===== src/rtl/systolic_host_sequencer.sv =====
// Host-side sequencer for the systolic accelerator: loads A then B rows, kicks a job,
// waits for a qualified done (with timeout) and streams the N result rows out.
module systolic_host_sequencer #(
    parameter int ARRAY_SIZE     = 4,
    parameter int DATA_WIDTH     = 8,
    parameter int ACC_WIDTH      = 32,
    parameter int ADDR_WIDTH     = $clog2(ARRAY_SIZE),
    parameter int TIMEOUT_CYCLES = 1024
) (
    input  logic                                  clk,
    input  logic                                  rst_n,
    input  logic                                  in_valid,
    output logic                                  in_ready,
    input  logic [ARRAY_SIZE-1:0][DATA_WIDTH-1:0] in_data,
    output logic                                  out_valid,
    input  logic                                  out_ready,
    output logic [ARRAY_SIZE-1:0][ACC_WIDTH-1:0]  out_data,
    output logic                                  out_last,
    output logic                                  acc_wr_en_a,
    output logic                                  acc_wr_en_b,
    output logic [ADDR_WIDTH-1:0]                 acc_wr_row_addr,
    output logic [ARRAY_SIZE-1:0][DATA_WIDTH-1:0] acc_wr_data,
    output logic                                  acc_start,
    input  logic                                  acc_busy,
    input  logic                                  acc_done,
    output logic [ADDR_WIDTH-1:0]                 acc_rd_row_addr,
    input  logic [ARRAY_SIZE-1:0][ACC_WIDTH-1:0]  acc_rd_data,
    output logic                                  seq_busy,
    output logic                                  err,
    input  logic                                  err_clr,
    output logic [2:0]                            dbg_state
);

    // Streams: a beat transfers on a clock edge where valid && ready; the source holds
    // data stable while valid is high and ready is low.

    typedef enum logic [2:0] {
        S_LOAD_A = 3'd0,
        S_LOAD_B = 3'd1,
        S_KICK   = 3'd2,
        S_WAIT   = 3'd3,
        S_DRAIN  = 3'd4
    } state_t;

    localparam int TW = $clog2(TIMEOUT_CYCLES) + 1;
    localparam logic [ADDR_WIDTH-1:0] LAST_ROW = ADDR_WIDTH'(ARRAY_SIZE - 1);
    localparam logic [TW-1:0]         TO_LAST  = TW'(TIMEOUT_CYCLES - 1);

    state_t                state;
    state_t                state_nxt;
    logic [ADDR_WIDTH-1:0] row_cnt;
    logic [ADDR_WIDTH-1:0] rd_ptr;
    logic [TW-1:0]         to_cnt;
    logic                  seen_busy;

    logic load_hs;
    logic last_row;
    logic done_ok;
    logic timeout_hit;
    logic capture;
    logic drain_end;

    always_comb begin
        in_ready    = (state == S_LOAD_A) || (state == S_LOAD_B);
        load_hs     = in_valid && in_ready;
        last_row    = (row_cnt == LAST_ROW);
        // A done is only trusted once this job has shown busy; a stale level is ignored.
        done_ok     = (state == S_WAIT) && acc_done && seen_busy;
        timeout_hit = (state == S_WAIT) && !done_ok && (to_cnt == TO_LAST);
        drain_end   = (state == S_DRAIN) && out_valid && out_ready && out_last;
        // Row 0 is captured in the done cycle so the first beat appears one cycle later.
        capture     = done_ok ||
                      ((state == S_DRAIN) && (!out_valid || out_ready) && !(out_valid && out_last));
        seq_busy    = !((state == S_LOAD_A) && (row_cnt == '0));
        dbg_state   = state;
        acc_rd_row_addr = rd_ptr;
    end

    always_comb begin
        state_nxt = state;
        unique case (state)
            S_LOAD_A: if (load_hs && last_row) state_nxt = S_LOAD_B;
            S_LOAD_B: if (load_hs && last_row) state_nxt = S_KICK;
            S_KICK:   state_nxt = S_WAIT;
            S_WAIT: begin
                if (done_ok)          state_nxt = S_DRAIN;
                else if (timeout_hit) state_nxt = S_LOAD_A;
            end
            S_DRAIN:  if (drain_end) state_nxt = S_LOAD_A;
            default:  state_nxt = S_LOAD_A;
        endcase
    end

    always_ff @(posedge clk or negedge rst_n) begin
        if (!rst_n) state <= S_LOAD_A;
        else        state <= state_nxt;
    end

    always_ff @(posedge clk or negedge rst_n) begin
        if (!rst_n) begin
            row_cnt         <= '0;
            rd_ptr          <= '0;
            to_cnt          <= '0;
            seen_busy       <= 1'b0;
            acc_wr_en_a     <= 1'b0;
            acc_wr_en_b     <= 1'b0;
            acc_wr_row_addr <= '0;
            acc_wr_data     <= '0;
            acc_start       <= 1'b0;
            out_valid       <= 1'b0;
            out_last        <= 1'b0;
            out_data        <= '0;
            err             <= 1'b0;
        end else begin
            acc_wr_en_a <= load_hs && (state == S_LOAD_A);
            acc_wr_en_b <= load_hs && (state == S_LOAD_B);
            acc_start   <= (state == S_KICK);

            if (load_hs) begin
                acc_wr_data     <= in_data;
                acc_wr_row_addr <= row_cnt;
                row_cnt         <= last_row ? '0 : row_cnt + ADDR_WIDTH'(1);
            end

            // Counter is zero in the acc_start cycle, i.e. the first WAIT cycle.
            if (state == S_KICK) begin
                to_cnt    <= '0;
                seen_busy <= 1'b0;
            end else if (state == S_WAIT) begin
                to_cnt <= to_cnt + TW'(1);
                if (acc_busy) seen_busy <= 1'b1;
            end

            if (timeout_hit)  err <= 1'b1;
            else if (err_clr) err <= 1'b0;

            if (capture) begin
                out_data  <= acc_rd_data;
                out_valid <= 1'b1;
                out_last  <= (rd_ptr == LAST_ROW);
                if (rd_ptr != LAST_ROW) rd_ptr <= rd_ptr + ADDR_WIDTH'(1);
            end else if (drain_end) begin
                out_valid <= 1'b0;
                out_last  <= 1'b0;
                rd_ptr    <= '0;
            end
        end
    end

endmodule


===== config.mk =====
export PLATFORM = sky130hd
export DESIGN_NAME = systolic_host_sequencer
export DESIGN_NICKNAME = d
export VERILOG_FILES = /design/src/rtl/systolic_host_sequencer.sv
export SDC_FILE = /design/constraint.sdc
export NUM_CORES = 1
export LEC_CHECK = 0
export BUFFER_PORTS_ARGS = -buffer_cell sky130_fd_sc_hd__buf_2
export CORE_AREA = 3 3 132 134
export DETAILED_ROUTE_END_ITERATION = 7
export DIE_AREA = 0 0 135 137
export GPL_TIMING_DRIVEN = 0
export PLACE_DENSITY = 0.81
export RECOVER_POWER = 50
export SLEW_MARGIN = 20
export SYNTH_ARGS = -nofsm -noshare
export SYNTH_HDL_FRONTEND = slang
export SYNTH_SLANG_ARGS = --single-unit

===== constraint.sdc =====
create_clock -name clk -period 2.2 [get_ports clk]
set_input_delay 0 -clock clk [delete_from_list [all_inputs] [get_ports clk]]
set_output_delay 0 -clock clk [all_outputs]
set_load 0.05 [all_outputs]

==> flow_summary.toml <==
[sta]
fin_ws_ns = 0.1353
period_needed_ns = 2.065
relSlewSlack = 0.1591
setup_tns_ns = 0
rsz0062_at_grt = "no"
finalSetupViolCount = 0
report.final.slew_viol_count = 0
fin_crit_sh = 0.9385
whs_ns = 0.3006
finalHoldViolations = 0
fmax_mhz = 484.3
clock_skew_ns = 0.01614
worst_pin_slew_ns = 1.261

[global_route]
grt_pass1_wl_um = 38580
grt_max_degree = 99
grt_pass1_vias = 7016
grtUsageTotal = 0.2721
antenna_found_initial = 0
grt_remaining_overflow = 0

[critical_path]
r2r_setup_slack_ns = 0.14
end_kind = "flip-flop"
worstSetupStartpointType = "flip-flop"
cp_max_fo = 10
cp.arrival_ns = 2.37
worst-setup-path-type = "reg -> reg"
crit_required_ns = 2.50

[detailed_routing]
wirelength_um = 25640
drt-pass1-iter-count = 5
routed_via_density = 4.910
detail_route.wl_per_cell_um = 19.59
drt_first_iter_violations = 276
ant_nets = 0
vias = 6427
drc_errors = 0

[yosys]
syn_avg_cell_area_um2 = 13.94
yosys_warnings = 0
syn_inst = 548
synth_cell_types = 37
synth.cell_area_um2 = 7641
synthesis.nets = 719
ys_seq_area_frac = 0.6124
ys_ff_latch = 187

[floorplan]
start_util = 0.4657
fp.dieH_um = 137
io_pins = 342
coreArea_um2 = 16410
fp.dieW_um = 135
die-area_um2 = 18500
rows = 47

[place]
place_area_um2 = 9663
dp_worst_setup_slack_ns = 0.1266
numPortBuffers = 341
place.gp.congestion = 0.7481
dp_hpwl_um = 14880

[layout]
nNetsFinal = 1247
fill_cells = 1104
mostFrequentLayoutCells = "dfrtp_1 (187), buf_2 (178), clkbuf_1 (174)"
final_area_um2 = 11710
drive_gt1_frac = 0.3287
n_antenna_cell = 0
final_common_cell = "dfrtp_1"
area_growth_pct = 53.19

[clock_tree]
cts_buffers = 17
clk_pin_slew_ns = 0.08
clk_latency_ns = 0.43
clock_path_buffers = 2
clock-root-buffer = "clkbuf_16"
cts_sinks = 187
cts_tree = "built"
postCtsSetupRepairBufs = 0
htreeDepth = 4

[worst_hold_path]
min_path_type = "in -> reg"

[run_status]
outcome = "completed"

[run]
drv_cap = 0

[power_and_ir_drop]
vdd_ir_drop_max_mv = 1.083
p_leak_nw = 5.847
power_density_nw_per_um2 = 1671
## layout make-up
| class | instances | area [um^2] | area share |
|---|---|---|---|
| Tap cell | 220 | 275.3 | 0.02352 |
| Timing Repair Buffer | 509 | 3194 | 0.2729 |
| Sequential cell | 187 | 4679 | 0.3998 |
| Multi-Input combinational cell | 325 | 2735 | 0.2337 |
| Inverter | 9 | 33.78 | 0.002886 |
| Buffer | 27 | 195.2 | 0.01668 |
| Clock buffer | 18 | 439.2 | 0.03752 |
| Clock inverter | 14 | 152.6 | 0.01304 |
## per-layer routing
metal	vias to the layer above	routed length, um	track usage
li1	2916	-	-
met2	308	13420	0.4875
met5	-	0	0
met1	3140	9516	0.3110
met4	0	844	0.1103
met3	63	1860	0.07059
## timing repair
item	4_1_cts	5_1_grt
gates resized for setup	0	0
hold buffers	167	0
endpoints found under the hold margin	255	0
## synth_stat cells
master / count / share of area
dfrtp_1: 187 / 0.61
nand2_1: 117 / 0.057
mux2_4: 87 / 0.17
mux2_2: 41 / 0.060
o21ai_0: 21 / 0.014
buf_6: 10 / 0.015
buf_2: 9 / 0.0059
inv_1: 9 / 0.0044
nor2_1: 9 / 0.0044
a21oi_1: 5 / 0.0033
nand3_1: 5 / 0.0033
ha_1: 4 / 0.0066
mux2i_1: 4 / 0.0052
o31ai_1: 4 / 0.0039
a22o_1: 3 / 0.0034
buf_1: 3 / 0.0015
clkbuf_1: 3 / 0.0015
nand2b_1: 3 / 0.0025
nand4_1: 3 / 0.0025
nor3_1: 3 / 0.0020
buf_4: 2 / 0.0020
a21o_1: 1 / 0.00098
a21oi_2: 1 / 0.0011
a2bb2oi_1: 1 / 0.0011
a31oi_1: 1 / 0.00082
and2_1: 1 / 0.00082
and4_1: 1 / 0.0011
nand3b_2: 1 / 0.0015
nor3b_4: 1 / 0.0025
nor4_1: 1 / 0.00082
o211ai_1: 1 / 0.00098
o311ai_0: 1 / 0.0011
o41ai_1: 1 / 0.0011
or2_2: 1 / 0.00082
or3_1: 1 / 0.00082
or3b_2: 1 / 0.0011
xnor2_1: 1 / 0.0011
## metrics by stage
stage	util	total power [mW]	cells
finish	0.7134	19.56	1309
global route	0.7134	20.34	1309
CTS	0.7269	19.65	1309
detailed placement	0.5890	16.29	1110
global placement	0.5867	16.02	1109
floorplan	-	13.73	548
## flip-flops by register name, summed over array words and instances, names as in the netlist
| name | cells |
|---|---|
| out_data | 128 |
| acc_wr_data | 32 |
| out_last | 1 |
| seen_busy | 1 |
| row_cnt | 2 |
| acc_rd_row_addr | 2 |
| out_valid | 1 |
| acc_start | 1 |
| acc_wr_row_addr | 2 |
| dbg_state | 3 |
| err | 1 |
| acc_wr_en_b | 1 |
| acc_wr_en_a | 1 |
| to_cnt | 11 |
## worst paths after layout
check | startpoint | endpoint | cells past startpoint
max | dbg_state[0] | out_data[60] | 7
min | in_data[29] | acc_wr_data[29] | 4
max reg2reg | dbg_state[0] | out_data[60] | 7
min reg2reg | acc_wr_data[8] | acc_wr_data[8] | 2
max in group asynchronous | rst_n | out_data[97] | 3
min in group asynchronous | rst_n | out_data[51] | 2
## kinds of logic after synthesis
family          after synthesis  share of synthesized area
xor+xnor                      1                   0.001146
buf+inv                      36                    0.02996
fa+ha+maj                     4                   0.006550
simple gates                148                    0.08155
flops                       187                     0.6124
compound gates               40                    0.03177
mux                         132                     0.2366
## critical path, stage by stage, from the launching register on
cell and delay (ns):
dfrtp_1 0.38, buf_4 0.18, nand3b_2 0.14, nor2_1 0.09, a21oi_2 0.36, buf_6 0.25
buf_6 0.21, mux2_4 0.33
## power by group
| part | leakage [nW] | internal (mW) | switching, mW |
|---|---|---|---|
| Clock | 0.283 | 1.64 | 1.46 |
| Sequential | 2.31 | 4.98 | 1.07 |
| Combinational | 3.26 | 2.80 | 7.60 |
Power figures use the tool's default switching activity.
